[src/rtl/jump_branch_decode_stage_pkg.sv]
// Shared opcodes, jump classes and the default decoded-record layout for the
// control-flow decode stage.
package jump_branch_decode_stage_pkg;

    localparam logic [6:0] OP_JAL    = 7'h6F;
    localparam logic [6:0] OP_JALR   = 7'h67;
    localparam logic [6:0] OP_BRANCH = 7'h63;

    localparam int DEF_XLEN = 32;

    typedef enum logic [1:0] {
        JC_NONE   = 2'd0,
        JC_JAL    = 2'd1,
        JC_JALR   = 2'd2,
        JC_BRANCH = 2'd3
    } jump_ctrl_e;

    // Decoded record at the default 32-bit datapath width. The top level
    // builds an identical layout at its own XLEN and hands it to the FIFO.
    typedef struct packed {
        jump_ctrl_e          jc;
        logic [4:0]          rd;
        logic [4:0]          rs1;
        logic [4:0]          rs2;
        logic [2:0]          funct3;
        logic [DEF_XLEN-1:0] imm;
        logic [DEF_XLEN-1:0] target;
        logic [DEF_XLEN-1:0] link;
        logic                illegal;
    } jb_dec_t;

    // funct3 values 2 and 3 are unassigned in the branch opcode space.
    function automatic logic branch_f3_illegal(input logic [2:0] f3);
        return (f3 == 3'd2) || (f3 == 3'd3);
    endfunction

endpackage

[src/rtl/jump_branch_decode_stage_if.sv]
// Bundle of the fetch-side and execute-side handshakes of the decode stage.
//
// Handshake: a transfer happens on a rising edge where valid and ready are
// both high. A producer holding valid keeps its payload stable until the
// transfer; ready never depends combinationally on valid. in_ready is a
// function of the registered FIFO occupancy only. flush discards the FIFO
// contents and any transfer that would have happened on that edge.
interface jump_branch_decode_stage_if #(
    parameter int XLEN = 32
) ();
    import jump_branch_decode_stage_pkg::*;

    logic             flush;
    logic             in_valid;
    logic             in_ready;
    logic [31:0]      in_instr;
    logic [XLEN-1:0]  in_pc;

    logic             out_valid;
    logic             out_ready;
    jump_ctrl_e       out_jc;
    logic [4:0]       out_rd;
    logic [4:0]       out_rs1;
    logic [4:0]       out_rs2;
    logic [2:0]       out_funct3;
    logic [XLEN-1:0]  out_imm;
    logic [XLEN-1:0]  out_target;
    logic [XLEN-1:0]  out_link;
    logic             out_illegal;

    // Driver side: fetch plus the consumer's ready.
    modport master (
        output flush, in_valid, in_instr, in_pc, out_ready,
        input  in_ready, out_valid, out_jc, out_rd, out_rs1, out_rs2,
               out_funct3, out_imm, out_target, out_link, out_illegal
    );

    // Decode-stage side.
    modport slave (
        input  flush, in_valid, in_instr, in_pc, out_ready,
        output in_ready, out_valid, out_jc, out_rd, out_rs1, out_rs2,
               out_funct3, out_imm, out_target, out_link, out_illegal
    );

endinterface

[src/rtl/jump_branch_decode_stage_fifo.sv]
// First-word-fall-through synchronous FIFO for decoded records. The head
// entry is visible on o_data whenever o_valid is high; o_ready reflects only
// the registered occupancy, so a full FIFO refuses a push even on a cycle
// where it is also being popped.
module jb_dec_fifo
    import jump_branch_decode_stage_pkg::*;
#(
    parameter int  DEPTH = 2,
    parameter type T     = jb_dec_t
) (
    input  logic clk,
    input  logic rst_n,
    input  logic i_flush,
    input  logic i_push,
    input  T     i_data,
    output logic o_ready,
    input  logic i_pop,
    output logic o_valid,
    output T     o_data
);

    localparam int CW = $clog2(DEPTH + 1);
    localparam int PW = (DEPTH > 1) ? $clog2(DEPTH) : 1;
    localparam logic [CW-1:0] FULL_CNT = CW'(DEPTH);
    localparam logic [PW-1:0] LAST_PTR = PW'(DEPTH - 1);

    T              r_mem [DEPTH];
    logic [PW-1:0] r_wptr;
    logic [PW-1:0] r_rptr;
    logic [CW-1:0] r_count;

    logic w_push;
    logic w_pop;

    function automatic logic [PW-1:0] next_ptr(input logic [PW-1:0] p);
        return (p == LAST_PTR) ? '0 : p + PW'(1);
    endfunction

    assign o_ready = (r_count != FULL_CNT);
    assign o_valid = (r_count != '0);
    assign o_data  = r_mem[r_rptr];

    // A flush cancels both sides of the handshake for its cycle.
    assign w_push = i_push && o_ready && !i_flush;
    assign w_pop  = i_pop  && o_valid && !i_flush;

    // Storage: cleared on reset so the outputs read as zero until first use.
    always_ff @(posedge clk or negedge rst_n) begin
        if (!rst_n) begin
            for (int i = 0; i < DEPTH; i++) begin
                r_mem[i] <= '0;
            end
        end else if (w_push) begin
            r_mem[r_wptr] <= i_data;
        end
    end

    // Pointers and occupancy; flush returns to empty without touching storage.
    always_ff @(posedge clk or negedge rst_n) begin
        if (!rst_n) begin
            r_wptr  <= '0;
            r_rptr  <= '0;
            r_count <= '0;
        end else if (i_flush) begin
            r_wptr  <= '0;
            r_rptr  <= '0;
            r_count <= '0;
        end else begin
            if (w_push) begin
                r_wptr <= next_ptr(r_wptr);
            end
            if (w_pop) begin
                r_rptr <= next_ptr(r_rptr);
            end
            case ({w_push, w_pop})
                2'b10:   r_count <= r_count + CW'(1);
                2'b01:   r_count <= r_count - CW'(1);
                default: r_count <= r_count;
            endcase
        end
    end

endmodule

[src/rtl/jump_branch_decode_stage.sv]
// Control-flow decode stage: turns a fetched JAL/JALR/branch instruction and
// its pc into a decoded record (registers, immediate, jump class, target and
// link) and queues it in a small FWFT FIFO toward execute.
module jump_branch_decode_stage
    import jump_branch_decode_stage_pkg::*;
#(
    parameter int XLEN      = 32,
    parameter int DEPTH     = 2,
    parameter bit EN_BRANCH = 1'b1
) (
    input  logic                      clk,
    input  logic                      rst_n,
    jump_branch_decode_stage_if.slave bus
);

    typedef struct packed {
        jump_ctrl_e      jc;
        logic [4:0]      rd;
        logic [4:0]      rs1;
        logic [4:0]      rs2;
        logic [2:0]      funct3;
        logic [XLEN-1:0] imm;
        logic [XLEN-1:0] target;
        logic [XLEN-1:0] link;
        logic            illegal;
    } dec_rec_t;

    // Pure decode of one instruction. Unknown opcodes still produce a record
    // (jc=NONE, imm=0) so the instruction stream stays in order downstream.
    function automatic dec_rec_t decode(input logic [31:0] instr,
                                        input logic [XLEN-1:0] pc);
        dec_rec_t        r;
        logic [XLEN-1:0] imm_j;
        logic [XLEN-1:0] imm_i;
        logic [XLEN-1:0] imm_b;
        imm_j = {{(XLEN-20){instr[31]}}, instr[19:12], instr[20],
                 instr[30:21], 1'b0};
        imm_i = {{(XLEN-11){instr[31]}}, instr[30:20]};
        imm_b = {{(XLEN-12){instr[31]}}, instr[7], instr[30:25],
                 instr[11:8], 1'b0};

        r        = '0;
        r.jc     = JC_NONE;
        r.rs1    = instr[19:15];
        r.funct3 = instr[14:12];
        r.link   = pc + XLEN'(4);

        case (instr[6:0])
            OP_JAL: begin
                r.jc     = JC_JAL;
                r.rd     = instr[11:7];
                r.imm    = imm_j;
                r.target = pc + imm_j;
            end
            OP_JALR: begin
                // Target depends on rs1, which is only known in execute.
                r.jc      = JC_JALR;
                r.rd      = instr[11:7];
                r.imm     = imm_i;
                r.illegal = (instr[14:12] != 3'd0);
            end
            OP_BRANCH: begin
                if (EN_BRANCH) begin
                    r.jc      = JC_BRANCH;
                    r.rs2     = instr[24:20];
                    r.imm     = imm_b;
                    r.target  = pc + imm_b;
                    r.illegal = branch_f3_illegal(instr[14:12]);
                end
            end
            default: begin
            end
        endcase
        return r;
    endfunction

    dec_rec_t w_dec;
    dec_rec_t w_head;
    logic     w_in_ready;
    logic     w_out_valid;

    assign w_dec = decode(bus.in_instr, bus.in_pc);

    jb_dec_fifo #(
        .DEPTH (DEPTH),
        .T     (dec_rec_t)
    ) u_fifo (
        .clk     (clk),
        .rst_n   (rst_n),
        .i_flush (bus.flush),
        .i_push  (bus.in_valid),
        .i_data  (w_dec),
        .o_ready (w_in_ready),
        .i_pop   (bus.out_ready),
        .o_valid (w_out_valid),
        .o_data  (w_head)
    );

    assign bus.in_ready    = w_in_ready;
    assign bus.out_valid   = w_out_valid;
    assign bus.out_jc      = w_head.jc;
    assign bus.out_rd      = w_head.rd;
    assign bus.out_rs1     = w_head.rs1;
    assign bus.out_rs2     = w_head.rs2;
    assign bus.out_funct3  = w_head.funct3;
    assign bus.out_imm     = w_head.imm;
    assign bus.out_target  = w_head.target;
    assign bus.out_link    = w_head.link;
    assign bus.out_illegal = w_head.illegal;

endmodule

[src/flat_wrapper.sv]
// flat-port wrapper written by rule: the top's interface ports become plain ports
module jump_branch_decode_stage_flat import jump_branch_decode_stage_pkg::*;
#(
    parameter int XLEN      = 32,
    parameter int DEPTH     = 2,
    parameter bit EN_BRANCH = 1'b1
)
  (clk, rst_n, bus_flush, bus_in_valid, bus_in_instr, bus_in_pc, bus_out_ready, bus_in_ready, bus_out_valid, bus_out_jc, bus_out_rd, bus_out_rs1, bus_out_rs2, bus_out_funct3, bus_out_imm, bus_out_target, bus_out_link, bus_out_illegal);
  jump_branch_decode_stage_if #(.XLEN(XLEN)) bus_i ();
  input  logic clk;
  input  logic rst_n;
  input wire logic [$bits(bus_i.flush)-1:0] bus_flush;
  input wire logic [$bits(bus_i.in_valid)-1:0] bus_in_valid;
  input wire logic [$bits(bus_i.in_instr)-1:0] bus_in_instr;
  input wire logic [$bits(bus_i.in_pc)-1:0] bus_in_pc;
  input wire logic [$bits(bus_i.out_ready)-1:0] bus_out_ready;
  output wire logic [$bits(bus_i.in_ready)-1:0] bus_in_ready;
  output wire logic [$bits(bus_i.out_valid)-1:0] bus_out_valid;
  output wire logic [$bits(bus_i.out_jc)-1:0] bus_out_jc;
  output wire logic [$bits(bus_i.out_rd)-1:0] bus_out_rd;
  output wire logic [$bits(bus_i.out_rs1)-1:0] bus_out_rs1;
  output wire logic [$bits(bus_i.out_rs2)-1:0] bus_out_rs2;
  output wire logic [$bits(bus_i.out_funct3)-1:0] bus_out_funct3;
  output wire logic [$bits(bus_i.out_imm)-1:0] bus_out_imm;
  output wire logic [$bits(bus_i.out_target)-1:0] bus_out_target;
  output wire logic [$bits(bus_i.out_link)-1:0] bus_out_link;
  output wire logic [$bits(bus_i.out_illegal)-1:0] bus_out_illegal;
  assign bus_i.flush = bus_flush;
  assign bus_i.in_valid = bus_in_valid;
  assign bus_i.in_instr = bus_in_instr;
  assign bus_i.in_pc = bus_in_pc;
  assign bus_i.out_ready = bus_out_ready;
  assign bus_in_ready = bus_i.in_ready;
  assign bus_out_valid = bus_i.out_valid;
  assign bus_out_jc = bus_i.out_jc;
  assign bus_out_rd = bus_i.out_rd;
  assign bus_out_rs1 = bus_i.out_rs1;
  assign bus_out_rs2 = bus_i.out_rs2;
  assign bus_out_funct3 = bus_i.out_funct3;
  assign bus_out_imm = bus_i.out_imm;
  assign bus_out_target = bus_i.out_target;
  assign bus_out_link = bus_i.out_link;
  assign bus_out_illegal = bus_i.out_illegal;
  jump_branch_decode_stage #(.XLEN(XLEN), .DEPTH(DEPTH), .EN_BRANCH(EN_BRANCH)) u_core (.clk(clk), .rst_n(rst_n), .bus(bus_i));
endmodule
[config.mk]
export PLATFORM = sky130hd
export DESIGN_NAME = jump_branch_decode_stage_flat
export DESIGN_NICKNAME = d
export VERILOG_FILES = /design/src/rtl/jump_branch_decode_stage_pkg.sv /design/src/rtl/jump_branch_decode_stage_if.sv /design/src/rtl/jump_branch_decode_stage_fifo.sv /design/src/rtl/jump_branch_decode_stage.sv /design/src/flat_wrapper.sv
export SDC_FILE = /design/constraint.sdc
export NUM_CORES = 1
export LEC_CHECK = 0
export CAP_MARGIN = 20
export CORE_MARGIN = 3
export CORE_UTILIZATION = 40
export DETAILED_ROUTE_END_ITERATION = 12
export MAX_ROUTING_LAYER = met4
export PLACE_DENSITY = 0.72
export SYNTH_ARGS = -nofsm -noshare
export SYNTH_HDL_FRONTEND = slang
export SYNTH_SLANG_ARGS = --single-unit
[constraint.sdc]
create_clock -name clk -period 3.05 [get_ports clk]
set_input_delay 0.305 -clock clk [delete_from_list [all_inputs] [get_ports clk]]
set_output_delay 0.305 -clock clk [all_outputs]
set_load 0.03 [all_outputs]
-- After elaboration in Yosys (flattened, before gate mapping)
Index checks and enable logic that the tools add are counted.
- RAM bits: 0
- register bits: 238
- input port bits: 69
- memory bits (read-only): 0
- logic and storage cells: 74
- output and inout bits: 119
- memories kept: 0
- bits in latches: 0
- shifts and indexed selects: 0
- reduce and logical (&&, ||, !) cells: 13
- multiply operators: 0
- $add $sub $neg: 7
- equal/unequal tests: 8
- order comparisons: 3
- div/mod/pow operators: 0
- multiplexer cells: 20
- bitwise operators: 2
- operators with widths (kind ; number):
    two-way mux 117 bit ; 4
    bitwise mux 234 bit ; 1
    demux 117 bit (select 1 bit) ; 1
    case mux 32 bit (3 select lines) ; 1
    adder 32 bit ; 2
    case mux 32 bit (2 select lines) ; 1
    adder 32 x 3 -> 32 bit (second input constant) ; 1
    == test 7 bit (second input constant) ; 3
    two-way mux 5 bit ; 2
    == test 3 x 2 -> 1 bit (second input constant) ; 2
    two-way mux 1 bit ; 6
    case mux 2 bit (3 select lines) ; 1
    nonzero test 2 bit ; 3
    nonzero test 3 bit ; 2
    logical AND 1 bit ; 5
    >= comparator 2 bit (second input constant) ; 2
    NOT 1 -> 2 bit ; 2
    case mux 2 bit (2 select lines) ; 1
    adder 1 bit (second input constant) ; 2
    adder 2 x 1 -> 2 bit (second input constant) ; 1
    == test 2 x 1 -> 1 bit (second input constant) ; 1
    == test 2 bit (second input constant) ; 1
    < comparator 2 x 1 -> 1 bit (second input constant) ; 1
    two-way mux 2 bit ; 1
    6 further kinds ; 6

-- Logic depth before layout (Yosys ltp)
- word-level depth: 6
- mapped depth: 18
- depth with buffers taken out: 17

-- Modules after synthesis
Synthesis repeated with hierarchy kept, for this count alone.
- cells, all modules: 1083
- area total of the unflattened synthesis: 13050.0 sq um
- by module, submodules not included (module ; area an instance (sq um) ; cells an instance ; times used ; seq. area each (sq um)):
    jb_dec_fifo ; 10249.8 ; 648 ; 1 ; 5955.7
    jump_branch_decode_stage ; 2800.2 ; 435 ; 1 ; 0.0

-- Worst setup path before layout
OpenSTA, ideal clock, no wires.
- path kind: input -> register
- start: input bus_in_instr[6]
- end: register u_core.u_fifo.r_mem[181] (netlist name)
- required time: 2.929 ns
- stages: 18
- data arrival time: 3.571 ns
- slack: -0.642 ns
- path buffers: 1
- library setup time: 0.121 ns
- cell sequence: nor2b_1 nand4_1 or2_2 nor2_1 clkbuf_1 nand2_1 nand2_1 ha_1 inv_1 fa_1 inv_1 a21oi_1 o221ai_4 o2111ai_4 o311a_4 o211ai_1 nand3_1 a22o_1
- longest elaborated chain between the ends: 3
- elaborated cells on any way between the ends: 4
- classes of those cells: 2 x eq/ne; 2 x mux
- RTL lines (what ; line ; source):
    from (decl) ; flat_wrapper.sv:14 ; input wire logic [$bits(bus_i.in_instr)-1:0] bus_in_instr;
    == test 7 bit ; jump_branch_decode_stage.sv:48 ; case (instr[6:0])
    case mux 32 bit (2 select lines) (*) ; jump_branch_decode_stage.sv:48 ;
    bitwise mux 234 bit (*) ; jump_branch_decode_stage_fifo.sv:54 ; r_mem[r_wptr] <= i_data;
    to (signal, indexed assignment) ; jump_branch_decode_stage_fifo.sv:54 ;
    to (decl) ; jump_branch_decode_stage_fifo.sv:27 ; T r_mem [DEPTH];
Mark *: on every way between the ends. The rest lies on a longest branch, timed or not.
A chain may end at the register's enable or synchronous reset.

-- Worst setup path in the final report
- start: input bus_in_instr[4]
- end: register u_core.u_fifo.r_mem[56] (netlist name)
Same word-level chain as after synthesis.

==> Flow_metrics.wiki <==
{| class="wikitable"
! Metric !! Value
|-
| Peak supply drop || 0.458 mV
|-
| Path length in cells of the critical path || 18
|-
| Clock transition time at the flip-flop clock pins of the worst setup and hold paths || 60 ps
|-
| Peak fanout along the critical path || 4
|-
| Number of top-level pins || 188
|-
| Highest-count cells in the layout ignoring fill and taps || 282 x nand2_1, 215 x dfrtp_1, 180 x clkdlybuf4s50_1, 148 x o21ai_0, 121 x mux2_2
|-
| Clk Latency, worst-skew pair || 520 ps
|-
| Global Route Usage Sum || 22.4%
|-
| End point of the critical path || u_core.u_fifo.r_mem[56]
|-
| Dominant delay contributor by cell family on the critical path || compound AO/OA/AOI/OAI gates
|-
| Vias after detailed routing || 10.2k
|-
| Cell area after technology mapping || 0.0119 mm^2
|-
| Chain of cells forming the critical path || buf_6 -> nor2b_4 -> nand4_1 -> or2_4 -> nor2_4 -> nand2_1 -> nand2_1 -> ha_2 -> inv_2 -> fa_2 -> inv_2 -> a21oi_4 -> o221ai_4 -> o2111ai_4 -> o311a_4 -> buf_4 -> xnor2_1 -> a22o_1
|-
| Remaining global-route overflow || 0
|-
| Internal power || 5.90 mW
|-
| Leading cell type in the layout, fill and taps excluded || nand2_1
|-
| Area Growth Syn to Fin || 34.3%
|-
| Leak Pwr || 7.10 nW
|-
| Number of enable-type register cells in the synthesized netlist || 0
|-
| Outcome || finished, final reports clean
|-
| Arrival time worst endpoint || 3400 ps
|-
| Initial standard-cell utilization of the core || 41.0%
|-
| Count of state elements after synthesis || 216
|-
| Global-route wire length before repair || 54800 um
|-
| Worst-margin pin slew || 705 ps
|-
| Chip Width || 178 um
|-
| Clock tree skew after final layout || 13.8 ps
|-
| Antenna violations before repair || 1
|-
| Sequential-to-total area share from yosys stat || 45.6%
|-
| Half-perimeter wire length after placement || 25700 um
|-
| Number of placement rows || 62
|-
| Power after layout || 8.46 mW
|-
| Highest Clock Rate || 334 MHz
|-
| Antenna violation net count after detailed routing || 0
|-
| Proportion of layout cells with a drive suffix above 1 || 22.6%
|-
| Worst Setup SP || bus_in_instr[4]
|-
| Max-slew violation count || 0
|-
| DRC marker count from the first detailed-route iteration || 795
|-
| Vias in the first global route || 10.0k
|-
| Synthesized area divided by synthesized cell count || 9.50 um^2
|-
| Post-Route Setup TNS || 0 ps
|-
| Buffers and inverters on the worst path || 4
|-
| Minimum hold slack || 355 ps
|-
| RSZ-0062 raised after global routing || true
|-
| Final net count || 1609
|-
| Endpoint of the lowest-slack register-to-register path || u_core.u_fifo.r_mem[4]
|-
| Filler instances || 2553
|-
| Pin count of the biggest net entering global routing || 131
|-
| Global placement routability congestion || 0.933
|-
| Hold Fails Final Rpt || 0
|-
| Switching power || 2.56 mW
|-
| Post-DR vias/cell || 5.33
|-
| Routed wire per std cell || 18.4 um
|-
| # H-tree levels || 1
|-
| Die area || 0.0317 mm^2
|-
| Vert. Die Dim || 178 um
|-
| Number of distinct library cell variants in the gate-level netlist after synthesis || 65
|-
| Detailed-route DRC error count || 0
|-
| # Max-Cap Violations || 0
|-
| Buffer type at the clock tree root || clkbuf_16
|-
| Worst flop-to-flop path startpoint || u_core.u_fifo.r_count[0]
|-
| Worst reg-to-reg path cell count || 6
|-
| IO Port Bufs || 187
|-
| Relative max-transition margin || 53.0%
|-
| Async SR Flop Fraction || 100%
|-
| Area inside the core boundary || 0.0289 mm^2
|-
| Instance count of the mapped netlist || 1248
|-
| Maximum buffer depth of the clock tree || 3
|-
| Sequential power share || 39.5%
|-
| CP required || 3450 ps
|-
| Relative contribution of the clock network to total power || 35.0%
|-
| Pre-Repair DR Iteration Count || 5
|-
| Switching fraction of total power || 30.3%
|-
| Path type of the worst setup path || input port to register
|-
| Synth warn || 0
|-
| CTS Sinks || 216
|-
| Post-synth net total || 1352
|-
| Time the worst path needs with I/O delays and setup || 2990 ps
|-
| Cell with the largest stage delay on the worst path || o311a_4
|-
| Endpoint class of the critical path || register
|-
| CTS tree || built
|-
| Areal power density over the cells || 532 mW/mm^2
|-
| Period utilization || 98.2%
|-
| Total Routed Length || 35100 um
|-
| Gate power share || 25.6%
|-
| Number of buffers added by the clock tree synthesis step || 25
|-
| Peak per-stage delay on the critical path || 430 ps
|-
| Flop2flop setup slack || 940 ps
|-
| Class of the worst hold path || input port to async pin
|-
| Number of failing setup endpoints in the final timing report || 0
|-
| Nature of the critical path startpoint || input port
|-
| Prevailing post-synth register cell || dfrtp_1
|}
==> kinds of logic after synthesis <==
logic type	count (synthesis)	share of synthesized area (%)
AO/OA/AOI/OAI	299	16.0
XOR/XNOR	54	3.99
adder cells (fa/ha/maj)	35	3.76
buffers and inverters	97	3.43
flip-flops	216	45.6
multiplexers	124	11.8
AND/OR/NAND/NOR	423	15.4
==> cell type report <==
| class | count | area (um^2) | share of cell area [%] |
|---|---|---|---|
| well taps | 384 | 480 | 3.02 |
| multi-input cells | 935 | 6270 | 39.4 |
| inverters | 14 | 52.6 | 0.330 |
| diodes | 1 | 2.50 | 0.0157 |
| clock inverters | 13 | 131 | 0.825 |
| flip-flops and latches | 216 | 5410 | 34.0 |
| clock buffers | 33 | 686 | 4.31 |
| repair buffers | 313 | 2890 | 18.2 |
==> power groups by stage <==
stage               Combinational, mW  Sequential (mW)  Clock (mW)
global route                     2.34             3.37        3.13
global placement                 2.09             3.37           0
CTS                              2.14             3.34        3.01
finish                           2.16             3.34        2.96
detailed placement               2.12             3.39           0
floorplan                        1.29             3.33           0
==> how the worst min path moves through the flow <==
stage / slack, ps / to / cells after the start
3_3_place_gp: 340 / u_core.u_fifo.r_mem[119] / 1
6_report: 350 / u_core.u_fifo.r_mem[119] / 2
5_1_grt: 390 / u_core.u_fifo.r_mem[119] / 2
4_1_cts: 360 / u_core.u_fifo.r_mem[119] / 2
2_1_floorplan: 9 / u_core.u_fifo.r_count[0] / 0
3_5_place_dp: 350 / u_core.u_fifo.r_mem[228] / 1
==> layer usage <==
| layer | up-vias | routed length, um | track usage, % |
|---|---|---|---|
| met5 | - | 0 | - |
| met4 | 0 | 845 | 5.50 |
| met3 | 48 | 1890 | 2.98 |
| met2 | 289 | 16800 | 35.8 |
| met1 | 4969 | 15600 | 30.4 |
| li1 | 4878 | - | - |
==> sequential cells by signal, summed over array words and instances (netlist names) <==
register and flops:
u_core.u_fifo.r_rptr 1, u_core.u_fifo.r_wptr 1, u_core.u_fifo.r_count 2, u_core.u_fifo.r_mem 212
==> per-stage QoR <==
| stage | worst slack [ps] | cell area [um^2] | std cells | util, % |
|---|---|---|---|---|
| detailed placement | -873 | 14900 | 1850 | 51.5 |
| global route | -31.1 | 15900 | 1909 | 55.0 |
| CTS | 14.9 | 15800 | 1899 | 54.5 |
| global placement | -715 | 14900 | 1850 | 51.5 |
| finish | 55.5 | 15900 | 1909 | 55.0 |
| floorplan | -208 | 12000 | 1248 | - |
==> cells in the mapped netlist, types with 10 or more instances <==
cell | number | area share (%)
nor2_1 | 41 | 1.3
mux2_2 | 121 | 11
clkbuf_1 | 69 | 2.2
a21o_1 | 19 | 1.2
inv_1 | 14 | 0.44
ha_1 | 34 | 3.6
nand4_1 | 10 | 0.53
xor2_1 | 28 | 2.1
nand2_1 | 286 | 9.1
buf_4 | 11 | 0.70
a22o_1 | 22 | 1.6
o31ai_1 | 12 | 0.76
o21ai_0 | 151 | 6.4
nand3_1 | 28 | 1.2
xnor2_1 | 26 | 1.9
dfrtp_1 | 216 | 46
a21oi_1 | 41 | 1.7
==> what timing repair did <==
| item | in CTS | in global routing |
|---|---|---|
| resized for setup | 19 | 22 |
| setup buffers | 2 | 9 |
| endpoints found under the setup margin | 38 | 22 |
| cloned | 0 | 0 |
| pin swaps | 15 | 21 |
| hold buffers | 1 | 0 |
| endpoints found under the hold margin | 64 | 0 |
(Power assumes the default switching activity.)
==> patch: new RTL, same flow settings <==
`DEPTH` is set to 2 in 3 places; all go to 4.
--- a/src/rtl/jump_branch_decode_stage_fifo.sv
+++ b/src/rtl/jump_branch_decode_stage_fifo.sv
@@ -5,7 +5,7 @@
 module jb_dec_fifo
     import jump_branch_decode_stage_pkg::*;
 #(
-    parameter int  DEPTH = 2,
+    parameter int  DEPTH = 4,
     parameter type T     = jb_dec_t
 ) (
     input  logic clk,
--- a/src/rtl/jump_branch_decode_stage.sv
+++ b/src/rtl/jump_branch_decode_stage.sv
@@ -5,7 +5,7 @@
     import jump_branch_decode_stage_pkg::*;
 #(
     parameter int XLEN      = 32,
-    parameter int DEPTH     = 2,
+    parameter int DEPTH     = 4,
     parameter bit EN_BRANCH = 1'b1
 ) (
     input  logic                      clk,
--- a/src/flat_wrapper.sv
+++ b/src/flat_wrapper.sv
@@ -2,7 +2,7 @@
 module jump_branch_decode_stage_flat import jump_branch_decode_stage_pkg::*;
 #(
     parameter int XLEN      = 32,
-    parameter int DEPTH     = 2,
+    parameter int DEPTH     = 4,
     parameter bit EN_BRANCH = 1'b1
 )
   (clk, rst_n, bus_flush, bus_in_valid, bus_in_instr, bus_in_pc, bus_out_ready, bus_in_ready, bus_out_valid, bus_out_jc, bus_out_rd, bus_out_rs1, bus_out_rs2, bus_out_funct3, bus_out_imm, bus_out_target, bus_out_link, bus_out_illegal);
Behaviour: not the same (a bounded check fails within 4 cycles, from zero or initial values and one cycle with rst_n low).
==> patch against the unedited design <==
- sequential share of layout area up 6.3 points
- synthesized area rose by 78%
- routed wire length up 80%
- worst setup slack improved by 0.086 ns
- hold slack got worse by 0.054 ns
- fmax grew 3.0%
- critical path type unchanged
- total power up 120%
- sequential cell count is 215 higher
- cell area up 68%
- die area rose by 75%
- largest power group unchanged
- cell count grew 61%
==> patch: results (changes against the unedited design) <==
[power]
share_comb_of_total_power=0.311  ; +0.055
vdd_ir_drop_max_uv=498  ; +8.7%
total_switching_power_uw=6240  ; +140%
reported_combinational_group_power_uw=5890  ; +170%
power.leakage_uw=0.0126  ; +77%
p_seq_frac=0.388  ; -0.007

[logic_synthesis]
ys_seq_elements=431  ; +100%
synth_sequential_area_ratio=0.512  ; +0.0555
synth.net_count=2164  ; +60%
yosys-mux-area-fraction=0.120  ; +0.00286
number_of_distinct_library_cells_after_synthesis=71  ; +9.2%
synth.top_cells.by_area=dfrtp_1, mux4_2, nand2_1, o21ai_0, ha_1
synth_top_cells_by_count=nand2_1, dfrtp_1, o21ai_0
synth_adder_area_share=0.0250  ; -0.0125
netlist_area_sq_um=21100  ; +78%

[final_layout]
design.final.nets=2474  ; +54%
non_clock_buffer_count=411  ; +31%
biggest_regs=u_core.u_fifo.r_mem (424), u_core.u_fifo.r_count (3)
multi_input_comb_area_sq_um=9750  ; +56%
n_all_inverters=18  ; +4
n_multi_input_combinational_cell=1456  ; +56%
clockNetworkAreaShare=0.0571  ; +0.00576
layoutNonFillerInstCount=3076  ; +61%
clockBufferCount=63  ; +91%
area_share_nonclk_buffers=0.142  ; -0.0395

[worst_hold_path]
min_path_type=input port to flop

[grt]
met1_usage=0.319  ; +0.0155
vias_in_the_first_global_route=17200  ; +71%
grt_antenna_before_repair=2  ; +1
grt_util_met3=0.0391  ; +0.00933
grt_max_degree=98  ; -25%
grt_util_met2=0.359  ; +0.000910

[sta]
fin_skew_ns=0.0120  ; -0.00185 ns
max-slew-margin-rel=0.448  ; -0.0817
finalHoldWorstSlack_ns=0.301  ; -0.0542 ns

[critical_path]
worst-path-max-fanout=6  ; +2
rr_endpoint=u_core.u_fifo.r_mem[176]
critPathLaunch=bus_in_instr[2]
r2r_cells=8  ; +2
critical_path.max_stage_delay_ns=0.55  ; +0.12 ns
timing.critical_path.max_delay_family=simple AND/OR/NAND/NOR gates
cpMaxStageDelayCell=clkdlybuf4s50_1

[clock_network]
clock_tree.htree_level_count=2  ; +1
number_of_cts_inserted_buffers=46  ; +84%
clk-insertion-delay-late_ns=0.58  ; +0.06 ns

[placed_design]
routabilityCongestion=0.946  ; +1.3%
dp_worst_setup_slack_ns=-1.07  ; -0.197 ns

[drt]
wire_per_inst_um=20.6  ; +12%

[run_status]
outcome=completed

-- patch: cell types whose count changed in the layout (fill, tap and decap cells not counted), sizes merged, moves of 8 or more --
cell / delta
buf: +97
clkbuf: +28
clkdlybuf4s50: -86
dfrtp: +215
dlygate4sd2: +74
dlymetal6s2s: +15
mux2: -113
mux4: +106
nand2: +344
nand4: +8
o21ai: +160
o31ai: +12
-- patch: layer usage --
metal | vias to the layer above | share of wire | wire length (um)
li1 | 7727 | - | -
met1 | 8579 | 0.43 | 27300
met2 | 667 | 0.46 | 29500
met3 | 110 | 0.072 | 4560
met4 | 0 | 0.033 | 2100
met5 | - | 0 | 0
-- patch: repair_timing --
item	4_1_cts	5_1_grt
buffers inserted	5	4
setup endpoints to repair	183	104
pin swaps	29	19
hold buffers	1	0
gates resized for setup	120	30
hold endpoints to repair	85	0
